--- src/rtl/adc_pkg.sv ---
// Shared definitions for the LTC2308 reader: FSM encoding, frame geometry
// and the fixed fields of the 6-bit configuration word.
package adc_pkg;

    typedef enum logic [1:0] {
        IDLE  = 2'd0,
        CONV  = 2'd1,
        SHIFT = 2'd2,
        DONE  = 2'd3
    } adc_state_e;

    localparam int FRAME_BITS = 12;
    localparam int CFG_BITS   = 6;

    localparam logic SD_SINGLE = 1'b1;
    localparam logic UNI       = 1'b1;
    localparam logic SLP       = 1'b0;

    // Field order on the wire: S/D, O/S, S1, S0, UNI, SLP (MSB first).
    function automatic logic [CFG_BITS-1:0] cfg_word(input logic [2:0] ch);
        return {SD_SINGLE, ch[0], ch[2], ch[1], UNI, SLP};
    endfunction

endpackage

--- src/rtl/adc_sclk_gen.sv ---
// SCLK generator for one 12-bit LTC2308 frame: CLK_DIV prescaler, SCLK
// toggle register and bit counter, with rise/fall/last-bit strobes.
module adc_sclk_gen
    import adc_pkg::*;
#(
    parameter int CLK_DIV = 2
) (
    input  logic iClk,
    input  logic iRstN,
    input  logic iEn,
    output logic oSclk,
    output logic oRise,
    output logic oFall,
    output logic oLastBit
);

    localparam int PW = (CLK_DIV > 1) ? $clog2(CLK_DIV) : 1;

    logic [PW-1:0] presc_q, presc_d;
    logic          sclk_q, sclk_d;
    logic [3:0]    bit_q, bit_d;
    logic          tick;

    assign tick     = iEn && (presc_q == PW'(CLK_DIV - 1));
    assign oRise    = tick && !sclk_q;
    assign oFall    = tick && sclk_q;
    assign oLastBit = (bit_q == 4'(FRAME_BITS - 1));
    assign oSclk    = sclk_q;

    always_comb begin
        presc_d = presc_q;
        sclk_d  = sclk_q;
        bit_d   = bit_q;
        if (!iEn) begin
            // Outside SHIFT everything parks so the next frame starts with SCLK low.
            presc_d = '0;
            sclk_d  = 1'b0;
            bit_d   = '0;
        end else if (tick) begin
            presc_d = '0;
            sclk_d  = ~sclk_q;
            if (sclk_q) begin
                bit_d = oLastBit ? 4'd0 : bit_q + 4'd1;
            end
        end else begin
            presc_d = presc_q + 1'b1;
        end
    end

    always_ff @(posedge iClk or negedge iRstN) begin
        if (!iRstN) begin
            presc_q <= '0;
            sclk_q  <= 1'b0;
            bit_q   <= '0;
        end else begin
            presc_q <= presc_d;
            sclk_q  <= sclk_d;
            bit_q   <= bit_d;
        end
    end

endmodule

--- src/rtl/adc_ltc2308_reader.sv ---
// LTC2308 conversion sequencer: CONVST pulse, 12-bit SPI frame, one-cycle
// sample strobe. Optional ADC_CHAN_TAG_EN adds oChan, the sample's channel.
module adc_ltc2308_reader
    import adc_pkg::*;
#(
    parameter int CLK_DIV     = 2,
    parameter int CONV_CYCLES = 80
) (
    input  logic        iClk,
    input  logic        iRstN,
    input  logic        iStart,
    input  logic [2:0]  iChannel,
    input  logic        iSdo,
    output logic        oConvst,
    output logic        oSclk,
    output logic        oSdi,
    output logic [11:0] oData,
    output logic        oValid,
    output logic        oBusy,
`ifdef ADC_CHAN_TAG_EN
    output logic [2:0]  oChan,
`endif
    output logic [1:0]  oDbgState
);

    localparam int CW = (CONV_CYCLES > 1) ? $clog2(CONV_CYCLES) : 1;

    adc_state_e                state_q, state_d;
    logic [CW-1:0]             conv_cnt_q, conv_cnt_d;
    logic [2:0]                ch_q, ch_d;
    logic [FRAME_BITS-1:0]     shreg_q, shreg_d;
    logic [FRAME_BITS-1:0]     data_q, data_d;
    logic [CFG_BITS-1:0]       cfg_sh_q, cfg_sh_d;
    logic                      sdi_q, sdi_d;
    logic [CFG_BITS-1:0]       cfg;
    logic                      sdo_s;
    logic                      sclk_rise, sclk_fall, last_bit;
    logic                      frame_end;

    // Fast SCLK leaves no room for synchroniser latency; board timing covers it.
    generate
        if (CLK_DIV >= 3) begin : g_sync
            logic [1:0] sync_q;
            always_ff @(posedge iClk or negedge iRstN) begin
                if (!iRstN) sync_q <= '0;
                else        sync_q <= {sync_q[0], iSdo};
            end
            assign sdo_s = sync_q[1];
        end else begin : g_direct
            assign sdo_s = iSdo;
        end
    endgenerate

    adc_sclk_gen #(
        .CLK_DIV (CLK_DIV)
    ) u_sclk_gen (
        .iClk     (iClk),
        .iRstN    (iRstN),
        .iEn      (state_q == SHIFT),
        .oSclk    (oSclk),
        .oRise    (sclk_rise),
        .oFall    (sclk_fall),
        .oLastBit (last_bit)
    );

    assign cfg       = cfg_word(ch_q);
    assign frame_end = (state_q == SHIFT) && sclk_fall && last_bit;

    always_comb begin
        state_d    = state_q;
        conv_cnt_d = conv_cnt_q;
        ch_d       = ch_q;
        shreg_d    = shreg_q;
        data_d     = data_q;
        cfg_sh_d   = cfg_sh_q;
        sdi_d      = sdi_q;
        case (state_q)
            IDLE: begin
                if (iStart) begin
                    ch_d       = iChannel;
                    conv_cnt_d = '0;
                    state_d    = CONV;
                end
            end
            CONV: begin
                if (conv_cnt_q == CW'(CONV_CYCLES - 1)) begin
                    // First config bit must be on SDI before the first SCLK rise.
                    state_d  = SHIFT;
                    sdi_d    = cfg[CFG_BITS-1];
                    cfg_sh_d = {cfg[CFG_BITS-2:0], 1'b0};
                end else begin
                    conv_cnt_d = conv_cnt_q + 1'b1;
                end
            end
            SHIFT: begin
                if (sclk_rise) begin
                    shreg_d = {shreg_q[FRAME_BITS-2:0], sdo_s};
                end
                if (sclk_fall) begin
                    if (last_bit) begin
                        state_d = DONE;
                        data_d  = shreg_q;
                        sdi_d   = 1'b0;
                    end else begin
                        sdi_d    = cfg_sh_q[CFG_BITS-1];
                        cfg_sh_d = {cfg_sh_q[CFG_BITS-2:0], 1'b0};
                    end
                end
            end
            DONE: begin
                state_d = IDLE;
            end
            default: begin
                state_d = IDLE;
            end
        endcase
    end

    always_ff @(posedge iClk or negedge iRstN) begin
        if (!iRstN) begin
            state_q    <= IDLE;
            conv_cnt_q <= '0;
            ch_q       <= '0;
            shreg_q    <= '0;
            data_q     <= '0;
            cfg_sh_q   <= '0;
            sdi_q      <= 1'b0;
        end else begin
            state_q    <= state_d;
            conv_cnt_q <= conv_cnt_d;
            ch_q       <= ch_d;
            shreg_q    <= shreg_d;
            data_q     <= data_d;
            cfg_sh_q   <= cfg_sh_d;
            sdi_q      <= sdi_d;
        end
    end

`ifdef ADC_CHAN_TAG_EN
    // The ADC returns the previous frame's channel, so the tag lags one frame.
    logic [2:0] prev_ch_q, tag_q;
    always_ff @(posedge iClk or negedge iRstN) begin
        if (!iRstN) begin
            prev_ch_q <= '0;
            tag_q     <= '0;
        end else if (frame_end) begin
            tag_q     <= prev_ch_q;
            prev_ch_q <= ch_q;
        end
    end
    assign oChan = tag_q;
`endif

    assign oConvst   = (state_q == CONV);
    assign oValid    = (state_q == DONE);
    assign oBusy     = (state_q != IDLE);
    assign oSdi      = sdi_q;
    assign oData     = data_q;
    assign oDbgState = state_q;

endmodule

--- config.mk ---
export PLATFORM = sky130hd
export DESIGN_NAME = adc_ltc2308_reader
export DESIGN_NICKNAME = d
export VERILOG_FILES = /design/src/rtl/adc_pkg.sv /design/src/rtl/adc_sclk_gen.sv /design/src/rtl/adc_ltc2308_reader.sv
export SDC_FILE = /design/constraint.sdc
export NUM_CORES = 1
export LEC_CHECK = 0
export ABC_AREA = 1
export BUFFER_PORTS_ARGS = -buffer_cell sky130_fd_sc_hd__clkbuf_2
export CAP_MARGIN = 20
export CORE_AREA = 5 5 84 78
export CTS_BUF_LIST = sky130_fd_sc_hd__clkbuf_2 sky130_fd_sc_hd__clkbuf_4 sky130_fd_sc_hd__clkbuf_8
export DETAILED_ROUTE_END_ITERATION = 6
export DIE_AREA = 0 0 89 83
export GPL_TIMING_DRIVEN = 0
export SLEW_MARGIN = 20
export SYNTH_ARGS = -nofsm -noshare
export SYNTH_HDL_FRONTEND = slang
export SYNTH_SLANG_ARGS = --single-unit
--- constraint.sdc ---
create_clock -name iClk -period 3.8 [get_ports iClk]
set_input_delay 0.38 -clock iClk [delete_from_list [all_inputs] [get_ports iClk]]
set_output_delay 0.38 -clock iClk [all_outputs]
set_load 0.01 [all_outputs]
==> metrics, run 1 <==
most frequent cells in the layout 69 x nand2_1, 47 x dfrtp_1, 30 x o21ai_1; clk sinks 47; Core Footprint 0.00556 mm²; number of flops mapped to enable cells by yosys 0; die area 0.00739 mm²; Syn Area/Cell 8.60 µm²; clk_skew 0.00830 ns; Setup CP Type reg -> reg; Peak Freq 0.600 GHz; Port Buffers 25; RSZ-0062 raised after global routing no; initial antenna violation count 0; Synth Warn # 0; Setup crit end kind flip-flop; largest net degree at the start of global routing 48; ys flop type dfrtp_1; Crit. path cell count 8; DRT Wirelength 4.09 mm; slew at the pin closest to its max-slew limit 0.623 ns; CP cell instances inv_1 > ha_1 > buf_2 > nand2_1 > o21ai_1 > nand3_2 > nand2_1 > nand2_1; Mapped Nets 262; startpoint types flip-flop; Seq cells post-synth 47; CP top delay family flip-flops; Slew Limit Fails 0; top cells by area, synth dfrtp_1 55%, nand2_1 12%, o21ai_1 7.0%, inv_1 4.2%, ha_1 3.5%; first-pass GRT wire length 7.42 mm; FP Rows 26; Final setup violation count 0; Crit path top cell by count nand2_1; peak supply drop 290 µV; Place WS 2.14 ns; PostCTS Resize Cnt 0; Hold Buf Count CTS 0; vias in the first global route 1,589; post-synth cell types 20; min-delay worst type in -> async; Worst EP arrival 1.86 ns; 1st-pass router iterations 4; Num CTS Buffers 5; Tcrit/Tclk final 43.9%; Die H 83 µm; TritonCTS clock tree built; setup_tns 0 ns; H-tree depth 2; clk buf depth 2; post-synth top area share 54.9%; Crit-path slowest cell dfrtp_1; share of layout cells above drive strength 1 19.5%; Vias 1,651; DRT iter0 DRCs 59; PD cells 635 mW/mm²; final setup margin 2.13 ns; Inserted Diodes 0; fin nets 294; Avg Vias per Cell 4.69; worst-skew pair later-pin latency 0.30 ns; Worst-path clk slew 0.09 ns; Worst Path Required 3.99 ns; Worst R2R Path Depth 8; relative slew slack 58.5%; Seq/Total Area, Yosys 54.9%; chip width 89 µm; Max-Cap Viols 0; Post-route DRC 0; Max FO, Critical Path 10; area grow syn2layout 15.3%; final hold vios 0; Overall Global Routing Usage 12.5%; asr flop ratio synth 100%; DRT antenna net count 0; Post-CTS Setup Bufs 0; total grt overflow 0; area leader, netlist dfrtp_1; I/O pins 26; status completed; Slowest Stage Delay on Critical Path 0.44 ns; Leak Pwr 1.22 nW; synthesized netlist cell count 249; Final Wtd Congestion 0.782; commonest non-fill, non-tap cell in the layout nand2_1; root buffer cell clkbuf_8; min cycle time layout 1.67 ns; HPWL after detailed placement 2.92 mm; CP Buf/Inv Count 2; WL/cell 11.6 µm; Initial Utilization 38.5%; post-synthesis cell area 0.00214 mm²
area by class of cell:
class / count / area (µm²)
multi-input combinational: 164 / 806
tap: 70 / 87.6
buffer: 7 / 43.8
timing repair buffer: 25 / 128
clock inverter: 3 / 43.8
inverter: 31 / 116
fill: 551 / 3090
sequential: 47 / 1180
clock buffer: 5 / 68.8
Yosys cell counts (2+ instances only):
cell     number
nand4_1       4
o21ai_1      30
dfrtp_1      47
buf_2         5
nand2_1      69
nand2_2       2
o21ai_0      10
nor2_1       15
inv_1        24
nand3_1      12
ha_1          6
a21oi_1       8
nand3_2       4
inv_2         7
flip-flops by register name (all words and copies together) (netlist names):
register,cells
shreg_q,12
u_sclk_gen.presc_q,1
conv_cnt_q,7
ch_q,3
u_sclk_gen.oSclk,1
oData,12
oSdi,1
cfg_sh_q,4
u_sclk_gen.bit_q,4
oDbgState,2
stage by stage:
step                std cells  hold slack [ns]  utilization, %  area (µm²)  power [W]
finish                    352            0.119            44.4        2470    0.00157
global route              352            0.176            44.4        2470    0.00171
CTS                       352            0.143            44.4        2470    0.00159
detailed placement        344            0.462            42.4        2360    0.00122
global placement          344            0.454            42.3        2350    0.00121
floorplan                 249           0.0844               -        2140    0.00107
kinds of logic (layout without fill, tap and decap cells):
family / Yosys count / count (layout) / share of synthesized area (%)
AND/OR/NAND/NOR: 107 / 107 / 21.7
AO/OA/AOI/OAI: 50 / 50 / 12.0
XOR/XNOR: 1 / 1 / 0.409
adder cells (fa/ha/maj): 6 / 6 / 3.50
buffers and inverters: 38 / 71 / 7.48
flip-flops: 47 / 47 / 54.9
power by group:
group / leakage (nW) / internal (W) / switching, W
clock: 0.0581 / 0.000196 / 0.000172
combinational: 0.539 / 0.000189 / 0.000347
sequential: 0.627 / 0.000599 / 0.0000641
metal layers:
layer	routed length (µm)	GRT usage (%)	vias to the layer above
met4	36	4.06	0
met1	1970	17.2	776
met3	117	3.27	2
met5	0	0	-
li1	-	-	858
met2	1960	19.0	15
worst paths after layout:
path,start,endpoint,slack (ns)
max,oDbgState[0],cfg_sh_q[2],2.13
min,iRstN,shreg_q[0],0.12
max reg2reg,oDbgState[0],cfg_sh_q[2],2.13
min reg2reg,cfg_sh_q[3],cfg_sh_q[3],0.47
max in group asynchronous,iRstN,conv_cnt_q[6],3.27
min in group iClk,iChannel[1],ch_q[1],0.33
Power figures use the tool's default switching activity.
==> inputs of run 2 (changes only) <==
Clock period 3.8 ns to 1.56 ns, I/O delays scaled along.
==> run 2 against run 1 <==
- first-iteration DRC count is 19% lower
- die area stayed put
- worst hold slack worse by 0.017 ns
- critical path type unchanged
- largest power group unchanged
==> metrics, run 2 (synthesized netlist as in run 1, its figures left out) <==
clk_skew 0.00496 ns (-0.00334 ns); Avg Vias per Cell 4.76 (+1.6%); min-delay worst type in -> reg; status completed; Final Wtd Congestion 0.782 (unchanged); Core Footprint 0.00556 mm² (unchanged); first-pass GRT wire length 7.56 mm (+1.9%); total grt overflow 0 (unchanged); Clk network pwr share 21.9% (-1.6 points); non-filler cells, final 359 (+2.0%); commonest non-fill, non-tap cell in the layout nand2_1; P_int 0.00257 W (+160%); peak supply drop 724 µV (+150%); Register Area 0.00118 mm² (+0.11%); Leak Pwr 1.27 nW (+3.6%); fin nets 301 (+2.4%); Setup crit end kind flip-flop; PD cells 1570 mW/mm² (+150%); Fill cells 537 (-2.5%); WL/cell 11.7 µm (+0.64%); DRT Wirelength 4.20 mm (+2.6%); Overall Global Routing Usage 12.7% (+0.20 points); FP Rows 26 (unchanged); DRT iter0 DRCs 48 (-19%); Hold Slack 0.102 ns (-0.0171 ns); relative slew slack 58.0% (-0.46 points); Worst Path Required 1.75 ns (-2.24 ns); area of the multi-input gates 867 µm² (+7.6%); CP startpoint oDbgState[1]; Vias 1,710 (+3.6%); Max-Cap Viols 0 (unchanged); Die H 83 µm (unchanged); Tcrit/Tclk final 93.9% (+50 points); final hold vios 0 (unchanged); Worst-path clk slew 0.08 ns (about the same); Slew Limit Fails 0 (unchanged); Sw Pwr 0.00152 W (+160%); clk buf depth 2 (unchanged); RSZ-0062 raised after global routing yes; clk sinks 47 (unchanged); Critical R2R Launch oDbgState[1]; Slowest Stage Delay on Critical Path 0.45 ns (about the same); worst-skew pair later-pin latency 0.30 ns (about the same); post-route cell area 0.00261 mm² (+5.7%); Comb pwr share 38.5% (+4.3 points); R2R setup slack 0.09 ns (-2.04 ns); Reg power frac 39.7% (-2.6 points); vias in the first global route 1,640 (+3.2%); most frequent cells in the layout 65 x nand2_1, 46 x dfrtp_1, 29 x o21ai_1; largest net degree at the start of global routing 48 (unchanged); Setup CP Type reg -> reg; placed cell areas 0.00236 mm² (unchanged); share of layout cells above drive strength 1 25.6% (+6.1 points); I/O pins 26 (unchanged); DRT antenna net count 0 (unchanged); TritonCTS clock tree built; Num CTS Buffers 5 (unchanged); initial antenna violation count 0 (unchanged); min cycle time layout 1.47 ns (-0.202 ns); die area 0.00739 mm² (unchanged); chip width 89 µm (unchanged); Worst EP arrival 1.66 ns (-0.20 ns); root buffer cell clkbuf_8; HPWL after detailed placement 2.92 mm (unchanged); CP cell instances inv_2 > ha_2 > buf_6 > inv_2 > o21ai_4 > nand3_2 > nand2_1 > nand2_1; Sw Share 37.2% (about the same); Crit-path slowest cell dfrtp_2; startpoint types flip-flop; crit path to cfg_sh_q[2]; Final setup violation count 0 (unchanged); Initial Utilization 38.5% (unchanged); slew at the pin closest to its max-slew limit 0.630 ns (+0.00694 ns); reg2reg end cfg_sh_q[2]; Worst R2R Path Depth 8 (unchanged); Port Buffers 25 (unchanged); Peak Freq 0.682 GHz (+14%); 1st-pass router iterations 5 (+1); Inserted Diodes 0 (unchanged); placed cells 344 (unchanged); H-tree depth 2 (unchanged); setup_tns 0 ns (unchanged); Max FO, Critical Path 5 (-5); Post-route DRC 0 (unchanged); area grow syn2layout 21.8%
==> run 2: cell type report <==
class / count / share of cell area (%)
sequential: 47 / 45.1
tap: 70 / 3.36
clock inverter: 3 / 1.68
inverter: 31 / 4.55
timing repair buffer: 33 / 7.29
buffer: 6 / 2.16
multi-input combinational: 164 / 33.2
clock buffer: 5 / 2.64
==> run 2: power by group through the flow <==
stage / sequential [W] / clock (W) / combinational (W)
floorplan: 0.00163 / 0 / 0.000973
global placement: 0.00164 / 0 / 0.00132
detailed placement: 0.00164 / 0 / 0.00133
CTS: 0.00161 / 0.000918 / 0.00144
global route: 0.00167 / 0.000982 / 0.00181
finish: 0.00163 / 0.000895 / 0.00158
==> run 2: timing repair <==
action,in CTS,in global routing
hold buffers,1,0
hold endpoints to repair,47,0
gates resized for setup,9,18
pin swaps,0,2
endpoints found under the setup margin,35,38
setup buffers,3,4
==> run 2: per-layer routing <==
layer	GRT usage, %	part of all wire (%)
met1	17.4	48
met2	19.5	48
met3	3.27	3.3
met4	4.06	1.1
met5	0	0
==> run 2: worst min path at each step <==
stage | start | end | slack, ns | depth (start not counted)
3_5_place_dp | iRstN | shreg_q[0] | 0.25 | 1
6_report | iChannel[1] | ch_q[1] | 0.10 | 3
5_1_grt | iChannel[1] | ch_q[1] | 0.09 | 3
2_1_floorplan | iRstN | cfg_sh_q[2] | -0.14 | 0
3_3_place_gp | iChannel[1] | ch_q[1] | 0.41 | 3
4_1_cts | iChannel[1] | ch_q[1] | 0.09 | 3
==> run 2: per-stage QoR <==
stage / worst slack (ns) / power [W] / utilization (%)
finish: 0.0945 / 0.00410 / 46.9
global route: -0.0167 / 0.00446 / 46.9
CTS: 0.00923 / 0.00397 / 45.4
detailed placement: -0.0980 / 0.00297 / 42.4
global placement: -0.0878 / 0.00295 / 42.3
floorplan: 0.00508 / 0.00260 / -
==> run 2: worst max-delay path: cells and delay by family, from the launching register on <==
kind                     cells  cell delay (ns)
AO/OA/AOI/OAI                1             0.20
buffers and inverters        3             0.28
adder cells (fa/ha/maj)      1             0.18
AND/OR/NAND/NOR              3             0.26
flip-flops                   1             0.45
